===== config.mk =====
export PLATFORM = sky130hd
export DESIGN_NAME = fifo_shift_ram_ctrl
export DESIGN_NICKNAME = d
export VERILOG_FILES = /design/src/rtl/fifo_shift_ram_pkg.sv /design/src/rtl/fsr_rr_arbiter.sv /design/src/rtl/fifo_shift_ram_ctrl.sv
export SDC_FILE = /design/constraint.sdc
export NUM_CORES = 1
export LEC_CHECK = 0
export BUFFER_PORTS_ARGS = -buffer_cell sky130_fd_sc_hd__buf_4
export CORE_MARGIN = 1.5
export CORE_UTILIZATION = 45
export CTS_CLUSTER_SIZE = 16
export DETAILED_ROUTE_END_ITERATION = 16
export GPL_TIMING_DRIVEN = 0
export PLACE_DENSITY_LB_ADDON = 0.2
export SYNTH_ARGS = -nofsm -noshare
export SYNTH_HDL_FRONTEND = slang
export SYNTH_SLANG_ARGS = --single-unit

===== constraint.sdc =====
create_clock -name clk -period 24.5 [get_ports clk]
set_clock_uncertainty 0.15 [all_clocks]
set_input_delay 4.9 -clock clk [delete_from_list [all_inputs] [get_ports clk]]
set_output_delay 4.9 -clock clk [all_outputs]
set_load 0.01 [all_outputs]

===== src/rtl/fifo_shift_ram_pkg.sv =====
// -----------------------------------------------------------------------------
// fifo_shift_ram_pkg
// Shared constants and types for the fifo shift RAM controller: level count,
// RAM address width, occupancy width and the per-level window tables
// (base address and depth = 17*(level+1)) that carve the 2048-entry RAM into
// 11 circular buffers.
// -----------------------------------------------------------------------------
package fifo_shift_ram_pkg;

  localparam int N_LEVELS = 11;
  localparam int ADDR_W   = 11;
  localparam int OCC_W    = 8;   // holds the largest depth, 187
  localparam int SEL_W    = 4;

  typedef logic [N_LEVELS-1:0] lvl_vec_t;
  typedef logic [ADDR_W-1:0]   ram_addr_t;
  typedef logic [OCC_W-1:0]    occ_t;

  localparam ram_addr_t LVL_BASE [N_LEVELS] = '{
    11'd0,   11'd64,  11'd128, 11'd256,  11'd384,  11'd512,
    11'd640, 11'd768, 11'd1024, 11'd1280, 11'd1536
  };

  localparam occ_t LVL_DEPTH [N_LEVELS] = '{
    8'd17,  8'd34,  8'd51,  8'd68,  8'd85, 8'd102,
    8'd119, 8'd136, 8'd153, 8'd170, 8'd187
  };

  // Last address of a level's window; pointers wrap from here back to base.
  function automatic ram_addr_t lvl_last(input int lvl);
    return LVL_BASE[lvl] + ram_addr_t'(LVL_DEPTH[lvl]) - ram_addr_t'(1);
  endfunction

endpackage


===== src/rtl/fsr_rr_arbiter.sv =====
// -----------------------------------------------------------------------------
// fsr_rr_arbiter
// N-way round-robin arbiter. The search starts at rr_ptr; after a grant to
// requester i the pointer moves to (i+1) mod N so i becomes lowest priority.
// Ports:
//   clk, reset_n : clock, asynchronous active-low reset (rr_ptr -> 0)
//   req [N]      : requests (already qualified by the caller)
//   gnt [N]      : combinational one-hot-or-zero grant
// -----------------------------------------------------------------------------
module fsr_rr_arbiter #(
  parameter int N = 11
) (
  input  logic         clk,
  input  logic         reset_n,
  input  logic [N-1:0] req,
  output logic [N-1:0] gnt
);

  localparam int PTR_W = $clog2(N);

  logic [PTR_W-1:0] rr_ptr;
  logic [PTR_W-1:0] gnt_idx;
  logic             any_gnt;

  function automatic int wrap(input int a);
    return (a >= N) ? a - N : a;
  endfunction

  // NOTE: every variable written in a combinational block gets a default at the
  // top, so no path leaves it unassigned and no latch is inferred.
  always_comb begin
    gnt     = '0;
    gnt_idx = '0;
    any_gnt = 1'b0;
    for (int k = 0; k < N; k++) begin
      if (!any_gnt && req[wrap(int'(rr_ptr) + k)]) begin
        gnt[wrap(int'(rr_ptr) + k)] = 1'b1;
        gnt_idx                     = PTR_W'(wrap(int'(rr_ptr) + k));
        any_gnt                     = 1'b1;
      end
    end
  end

  // NOTE: clocked state uses non-blocking assignments so every register samples
  // pre-edge values regardless of block evaluation order.
  always_ff @(posedge clk or negedge reset_n) begin
    if (!reset_n) begin
      rr_ptr <= '0;
    end else if (any_gnt) begin
      rr_ptr <= (gnt_idx == PTR_W'(N - 1)) ? '0 : gnt_idx + PTR_W'(1);
    end
  end

endmodule


===== src/rtl/fifo_shift_ram_ctrl.sv =====
// -----------------------------------------------------------------------------
// fifo_shift_ram_ctrl
// Address sequencer and write arbiter for the 11-level fifo shift RAM
// (2048 x 8, port A write, port B read). Each level is a circular buffer in a
// fixed window; one arbitrated write and one selected read per cycle.
// Ports:
//   clk, reset_n      : clock, asynchronous active-low reset
//   wr_req / wr_gnt   : per-level write request, combinational one-hot grant
//   rd_req, rd_sel    : read request for level rd_sel (11..15 illegal)
//   rd_ack            : combinational read acceptance
//   flush             : per-level synchronous clear (beats any request)
//   full, empty       : per-level occupancy flags
//   ram_we/push/addra : registered port-A write strobe, level one-hot, address
//   ram_re/addrb      : registered port-B read strobe, address
// Optional build macro FIFO_SHIFT_RAM_CTRL_ERR_EN adds err_sticky[2:0]:
//   bit0 wr_req while full, bit1 rd_req while empty, bit2 rd_sel >= 11.
// -----------------------------------------------------------------------------
module fifo_shift_ram_ctrl
  import fifo_shift_ram_pkg::*;
(
  input  logic             clk,
  input  logic             reset_n,
  input  lvl_vec_t         wr_req,
  output lvl_vec_t         wr_gnt,
  input  logic             rd_req,
  input  logic [SEL_W-1:0] rd_sel,
  output logic             rd_ack,
  input  lvl_vec_t         flush,
  output lvl_vec_t         full,
  output lvl_vec_t         empty,
  output logic             ram_we,
  output lvl_vec_t         push,
  output ram_addr_t        addra,
  output logic             ram_re,
  output ram_addr_t        addrb
`ifdef FIFO_SHIFT_RAM_CTRL_ERR_EN
  ,
  output logic [2:0]       err_sticky
`endif
);

  lvl_vec_t  eligible, gnt, rd_acc, full_v, empty_v;
  ram_addr_t wr_ptr [N_LEVELS];
  ram_addr_t rd_ptr [N_LEVELS];
  ram_addr_t wr_addr_d, rd_addr_d;
  logic      sel_ok, rd_ack_c;

  // A full or flushing level must not win arbitration, so the arbiter only
  // sees qualified requests and its pointer never advances on a dead grant.
  assign eligible = wr_req & ~full_v & ~flush;

  fsr_rr_arbiter #(.N(N_LEVELS)) u_arb (
    .clk     (clk),
    .reset_n (reset_n),
    .req     (eligible),
    .gnt     (gnt)
  );

  assign sel_ok = (rd_sel < SEL_W'(N_LEVELS));

  always_comb begin
    rd_ack_c = 1'b0;
    if (rd_req && sel_ok) rd_ack_c = !empty_v[rd_sel] && !flush[rd_sel];
  end

  for (genvar g = 0; g < N_LEVELS; g++) begin : g_lvl
    localparam ram_addr_t BASE  = LVL_BASE[g];
    localparam ram_addr_t LAST  = lvl_last(g);
    localparam occ_t      DEPTH = LVL_DEPTH[g];

    ram_addr_t wr_q, rd_q;
    occ_t      occ_q;

    assign rd_acc[g] = rd_ack_c && (rd_sel == SEL_W'(g));

    // Pointers and occupancy are plain registers (not RAM contents), so they
    // all take their base/zero value on reset.
    always_ff @(posedge clk or negedge reset_n) begin
      if (!reset_n) begin
        wr_q  <= BASE;
        rd_q  <= BASE;
        occ_q <= '0;
      end else if (flush[g]) begin
        wr_q  <= BASE;
        rd_q  <= BASE;
        occ_q <= '0;
      end else begin
        if (gnt[g])    wr_q <= (wr_q == LAST) ? BASE : wr_q + ram_addr_t'(1);
        if (rd_acc[g]) rd_q <= (rd_q == LAST) ? BASE : rd_q + ram_addr_t'(1);
        case ({gnt[g], rd_acc[g]})
          2'b10:   occ_q <= occ_q + occ_t'(1);
          2'b01:   occ_q <= occ_q - occ_t'(1);
          default: occ_q <= occ_q;   // idle, or write+read cancel out
        endcase
      end
    end

    assign full_v[g]  = (occ_q == DEPTH);
    assign empty_v[g] = (occ_q == '0);
    assign wr_ptr[g]  = wr_q;
    assign rd_ptr[g]  = rd_q;
  end

  // One-hot select vectors make an AND-OR mux sufficient.
  always_comb begin
    wr_addr_d = '0;
    rd_addr_d = '0;
    for (int i = 0; i < N_LEVELS; i++) begin
      if (gnt[i])    wr_addr_d = wr_addr_d | wr_ptr[i];
      if (rd_acc[i]) rd_addr_d = rd_addr_d | rd_ptr[i];
    end
  end

  always_ff @(posedge clk or negedge reset_n) begin
    if (!reset_n) begin
      ram_we <= 1'b0;
      push   <= '0;
      addra  <= '0;
      ram_re <= 1'b0;
      addrb  <= '0;
    end else begin
      ram_we <= |gnt;
      push   <= gnt;
      if (|gnt) addra <= wr_addr_d;
      ram_re <= rd_ack_c;
      if (rd_ack_c) addrb <= rd_addr_d;
    end
  end

  assign wr_gnt = gnt;
  assign rd_ack = rd_ack_c;
  assign full   = full_v;
  assign empty  = empty_v;

`ifdef FIFO_SHIFT_RAM_CTRL_ERR_EN
  always_ff @(posedge clk or negedge reset_n) begin
    if (!reset_n) begin
      err_sticky <= '0;
    end else begin
      err_sticky <= err_sticky | {rd_req && !sel_ok,
                                  rd_req && sel_ok && empty_v[rd_sel],
                                  |(wr_req & full_v)};
    end
  end
`endif

endmodule

* Word level (Yosys, flattened, before mapping) *
Index checks and enable logic that the tools add are counted.

word-level totals
  bits in registers = 369
  bits of input ports = 29
  output and inout bits = 69
  word-level logic and storage cells = 547

cells by class
  add/subtract/negate cells = 66
  $lt $le $gt $ge = 35
  equality and inequality tests = 66
  muxes and demuxes = 215
  bitwise operators = 34
  reductions and logical operators = 92

operators by type and width
  operator                 number
  $mux W11                 99
  $ge A32 B1 Y1 const B    11
  $lt A32 B6 Y1 const B    11
  $mux W32                 11
  $or A11 B11 Y11          30
  $ge A32 B5 Y1 const B    10
  $sub A32 B5 Y32 const B  10
  $add A11 B1 Y11 const B  22
  $pmux W8 S2              11
  $add A8 B1 Y8 const B    11
  $logic_not A8 Y1         11
  $mux W8                  11
  $sub A8 B1 Y8 const B    11
  $eq A11 B10 Y1 const B   6
  $eq A11 B11 Y1 const B   6
  $bmux W1 S4              13
  $mux W4                  12
  $mux W1                  47
  $demux W1 S4             11
  $eq A11 B9 Y1 const B    4
  $reduce_bool A2 Y1       22
  $logic_and A1 B1 Y1      34
  $reduce_bool A3 Y1       11
  $eq A8 B7 Y1 const B     4
  26 further kinds         79

* Depth between registers and ports, before layout *
  word-level depth = 59
  depth in mapped cells = 37
  depth with buffers taken out = 30

* Cells and area by module *
Synthesis repeated with hierarchy kept, for this count alone.

unflattened totals
  cells, all modules = 3600
  area total of the unflattened synthesis = 29652.2 um^2

by module, submodules not included
  module               times used  cells each  area an instance (um^2)  seq. area each (um^2)
  fifo_shift_ram_ctrl  1           2567        22997.1                  9171.3
  fsr_rr_arbiter       1           1033        6655.1                   100.1

* Worst setup path before layout *
No wires, ideal clock.

  kind = input to output
  start point = input flush[5]
  end point = output wr_gnt[2]
  arrival = 8.083 ns
  required time = 19.450 ns
  path slack = 11.367 ns
  stages = 15
  path buffers = 5
  path through = clkbuf_1 nor2b_1 o21ai_0 clkbuf_1 mux2_2 a2111o_1 o2111ai_4 or4b_4 buf_6 nor3_2 nand3_1 o22ai_1 or2_1 buf_4 buf_2

on the way
  longest elaborated chain between the ends = 36
  elaborated cells on any way between the ends = 86
  classes of those cells = 54 x mux; 12 x bitwise; 20 x reduce/logical

RTL lines
  item                                         RTL line                   RTL
  from (decl)                                  fifo_shift_ram_ctrl.sv:28  input lvl_vec_t flush,
  $not A11 Y11 (*)                             fifo_shift_ram_ctrl.sv:50  assign eligible = wr_req & ~full_v & ~flush;
  $and A11 B11 Y11 (*)                         fifo_shift_ram_ctrl.sv:50
  $bmux W1 S4                                  fsr_rr_arbiter.sv:36       if (!any_gnt && req[wrap(int'(rr_ptr) + k)]) begin
  $mux W1 (not written as such) (2 in series)  fsr_rr_arbiter.sv:36
  $mux W1                                      fsr_rr_arbiter.sv:36
  $logic_not A1 Y1                             fsr_rr_arbiter.sv:36
  $logic_and A1 B1 Y1                          fsr_rr_arbiter.sv:36
  $mux W1                                      fsr_rr_arbiter.sv:36
  [19 not listed]                              --
  $logic_and A1 B1 Y1                          fsr_rr_arbiter.sv:36
  $mux W1                                      fsr_rr_arbiter.sv:36
  $logic_not A1 Y1                             fsr_rr_arbiter.sv:36
  $logic_and A1 B1 Y1                          fsr_rr_arbiter.sv:36
  $mux W1                                      fsr_rr_arbiter.sv:36
  $logic_not A1 Y1                             fsr_rr_arbiter.sv:36
  $logic_and A1 B1 Y1                          fsr_rr_arbiter.sv:36
  $mux W11 (*)                                 fsr_rr_arbiter.sv:36
  to (decl)                                    fifo_shift_ram_ctrl.sv:24  output lvl_vec_t wr_gnt,

Mark *: on every way between the ends. The rest lies on a longest branch, timed or not. The select of a mux whose other input is x is not followed.

* Final worst setup path *
  start point = input flush[9]
  end point = output wr_gnt[9]

Same word-level chain as after synthesis.

==> results_dict.tcl <==
set metrics [dict create \
    status "complete, but fails checks" \
    violations "max-capacitance violations, max-slew violations" \
    yosys_warnings 0 \
    rows 92 \
    root_buffer "clkbuf_16" \
    synthCells 3391 \
    async_flop_share_pct 100 \
    wl_met1_um 44300 \
    hold_class "register to register" \
    grt_max_degree 112 \
    wl_per_cell_um 21.9 \
    synth_largest_area_cell "dfrtp_1" \
    placed_cell_area_um2 30500 \
    hpwl_um 73300 \
    start_kind "primary input" \
    initial_core_util_pct 45.5 \
    cts_max_path_buffers 3 \
    synth_top_cell_area_share_pct 29.6 \
    p_sw_w 0.00231 \
    first_iter_violations 3253 \
    io_buffer_count 91 \
    rsz0062_at_grt "false" \
    dr_wl_met3_um 7550 \
    cp-end-kind "output port" \
    syn-num-nets 3568 \
    fin_nets 3711 \
    synth_most_common_cell "nor2_1" \
    pwr-share-comb_pct 66.8 \
    synth_cell_type_count 118 \
    antenna_found_initial 4 \
    via_per_inst 6.23 \
    finalSetupViolCount 0 \
    setup_tns_ps 0 \
    routabilityCongestion 1.01 \
    p_per_area_nw_per_um2 137 \
    crit_type "primary input to output port" \
    worstPathArrival_ps 10540 \
    cp_max_fo 11 \
    cp.required_ps 19450 \
    fillerInstances 6035 \
    layout_min_cycle_time_ps 15590 \
    synth_seq_cells 369 \
    yosys-top-cells-count "nor2_1 (374), dfrtp_1 (339), o21ai_0 (328), nand2_1 (276), ha_1 (136)" \
    seq_power_share_pct 16.9 \
    worstPathCellList "clkbuf_1, nor2b_1, o21ai_1, mux2i_1, a22o_1, a221oi_1, nand3_1, nor3_2, nor4b_1, nor4_1, o21ai_1, buf_4, buf_4, buf_4" \
    cp_num_buf_inv 4 \
    postSynthAreaPerCell_um2 8.44 \
    dieArea_um2 65200 \
    ys_seq_area_share_pct 32.4 \
    numCtsBuffers 46 \
    slowest_delay_ps 880 \
    wl_um 96900 \
    cts_setup_buffers 0 \
    max_slew_margin_pct -0.550 \
    die_h_um 255 \
    top_layer_used "met5" \
    p_int_w 0.00208 \
    firstDrtPassIters 8 \
    ir_drop_mv 0.0790 \
    vias 27509 \
    total_leakage_power_nw 14.7 \
    drv_slew 1 \
    max_cap_viol_count 1 \
    drive_gt1_share_pct 10.1 \
    fmax_mhz 64.2 \
    die_w_um 255 \
    htreeDepth 2 \
    finalHoldViolations 0 \
    clk_latency_ps 590 \
    fin_crit_sh_pct 63.6 \
    dr_wl_met2_um 41900 \
    clock_sinks 369 \
    core_um2 63000 \
    cts_hold_buf 0 \
    clkTransAtPathRegs_ps 60 \
    grt_pass1_vias 25361 \
    ctsResizeCount 0 \
    post-route-drc-count 0 \
    path_delay_family "compound AO/OA/AOI/OAI gates" \
    synthTopCellsByArea "dfrtp_1 (30%), ha_1 (5.9%), o21ai_0 (5.7%), nor2_1 (4.9%), nand2_1 (3.6%)" \
    cpMostUsedCell "buf_4" \
    grt_pass1_wl_um 150000 \
    p_clk_share_pct 16.3 \
    netlist_area_um2 28600 \
    ant_nets 0 \
    overflow 0 \
    slowest_stage "a221oi_1" \
    syn2layout_area_growth_pct 12.0 \
    grt_util_all_layers_pct 29.5 \
    final_area_um2 32100 \
    tightest_slew_ps 1490 \
    cts_tree "yes" \
    synth-edff-count 0 \
    synth_ff_type "dfrtp_1" \
    swShare_pct 52.6 \
    io_pins 98 \
]
path summary, 6_finish.rpt:
kind	cells past startpoint	slack [ps]	end	startpoint
max	14	8910	wr_gnt[9]	flush[9]
min in group asynchronous	1	4150	push[8]	reset_n
min reg2reg	1	340	addra[9]	addra[9]
min	1	340	addra[9]	addra[9]
max reg2reg	35	13910	g_lvl[9].occ_q[7]	u_arb.rr_ptr[1]
max in group asynchronous	2	19070	g_lvl[1].rd_q[8]	reset_n
metrics by stage:
step | instances | total power (W) | hold slack, ps | utilization, % | worst slack [ps]
after floorplan | 3391 | 0.00269 | 309 | - | 11370
after global placement | 4328 | 0.00359 | 336 | 48.2 | 9140
after detailed placement | 4332 | 0.00358 | 331 | 48.4 | 9240
after CTS | 4416 | 0.00431 | 346 | 50.9 | 9210
after global routing | 4416 | 0.00463 | 373 | 51.0 | 8900
final | 4417 | 0.00439 | 342 | 51.0 | 8910
area by class of cell:
class,instances,area [µm²],share of cell area (%)
multi-input combinational,2765,18300,57.1
sequential,369,9270,28.9
clock buffer,61,1290,4.01
tap,846,1060,3.30
timing repair buffer,95,781,2.43
buffer,169,741,2.31
inverter,88,330,1.03
clock inverter,23,293,0.913
antenna,1,2.50,0.00780
registers in the layout, summed over array words and instances (netlist names):
register and count:
g_lvl.wr_q 121, g_lvl.occ_q 88, g_lvl.rd_q 121, ram_we 1, ram_re 1, addra 11
u_arb.rr_ptr 4, addrb 11, push 11
power groups by stage:
stage,registers (W),logic [W],clock network (W)
floorplan,0.000737,0.00196,0
global placement,0.000750,0.00284,0
detailed placement,0.000751,0.00283,0
CTS,0.000741,0.00284,0.000730
global route,0.000751,0.00313,0.000751
finish,0.000743,0.00293,0.000717
per-layer routing:
metal  vias to the layer above  GRT usage [%]
li1                      12914              -
met1                     13317           43.4
met2                      1094           44.5
met3                       182           4.12
met4                         2           9.43
met5                         -              0
cells in the final DEF (no fill, tap or decap), types with 20 or more instances in the layout:
cell / n
nor4b_1: 22
buf_4: 102
inv_1: 84
and2_1: 20
a21o_1: 84
mux2i_1: 82
o31ai_1: 52
a221oi_1: 41
or2_2: 22
a21oi_1: 124
nor3_1: 61
clkbuf_1: 116
nand2_1: 276
clkbuf_16: 46
a31oi_1: 34
nor2_1: 374
nand4_1: 50
nor2b_1: 59
xnor2_1: 70
dfstp_2: 30
a22oi_1: 61
and3_1: 108
buf_2: 34
mux2_2: 21
ha_1: 136
nand2b_1: 73
nor4_1: 38
a22o_1: 26
dfrtp_1: 339
nand3_1: 117
xor2_1: 74
o21ai_0: 328
kinds of logic (layout without fill, tap and decap cells):
kind of cell / Yosys count / after routing / synth area share, %
and+or+nand+nor: 1352 / 1352 / 24.2
AOI/OAI and AO/OA: 1004 / 1004 / 23.9
DFF: 369 / 369 / 32.4
buffers and inverters: 257 / 436 / 3.74
xor gates and xnor gates: 152 / 152 / 4.94
adders and majority gates: 148 / 148 / 6.78
muxes: 109 / 109 / 4.12
other: 0 / 1 / 0
Note: power is estimated with default switching activity, not from simulation.
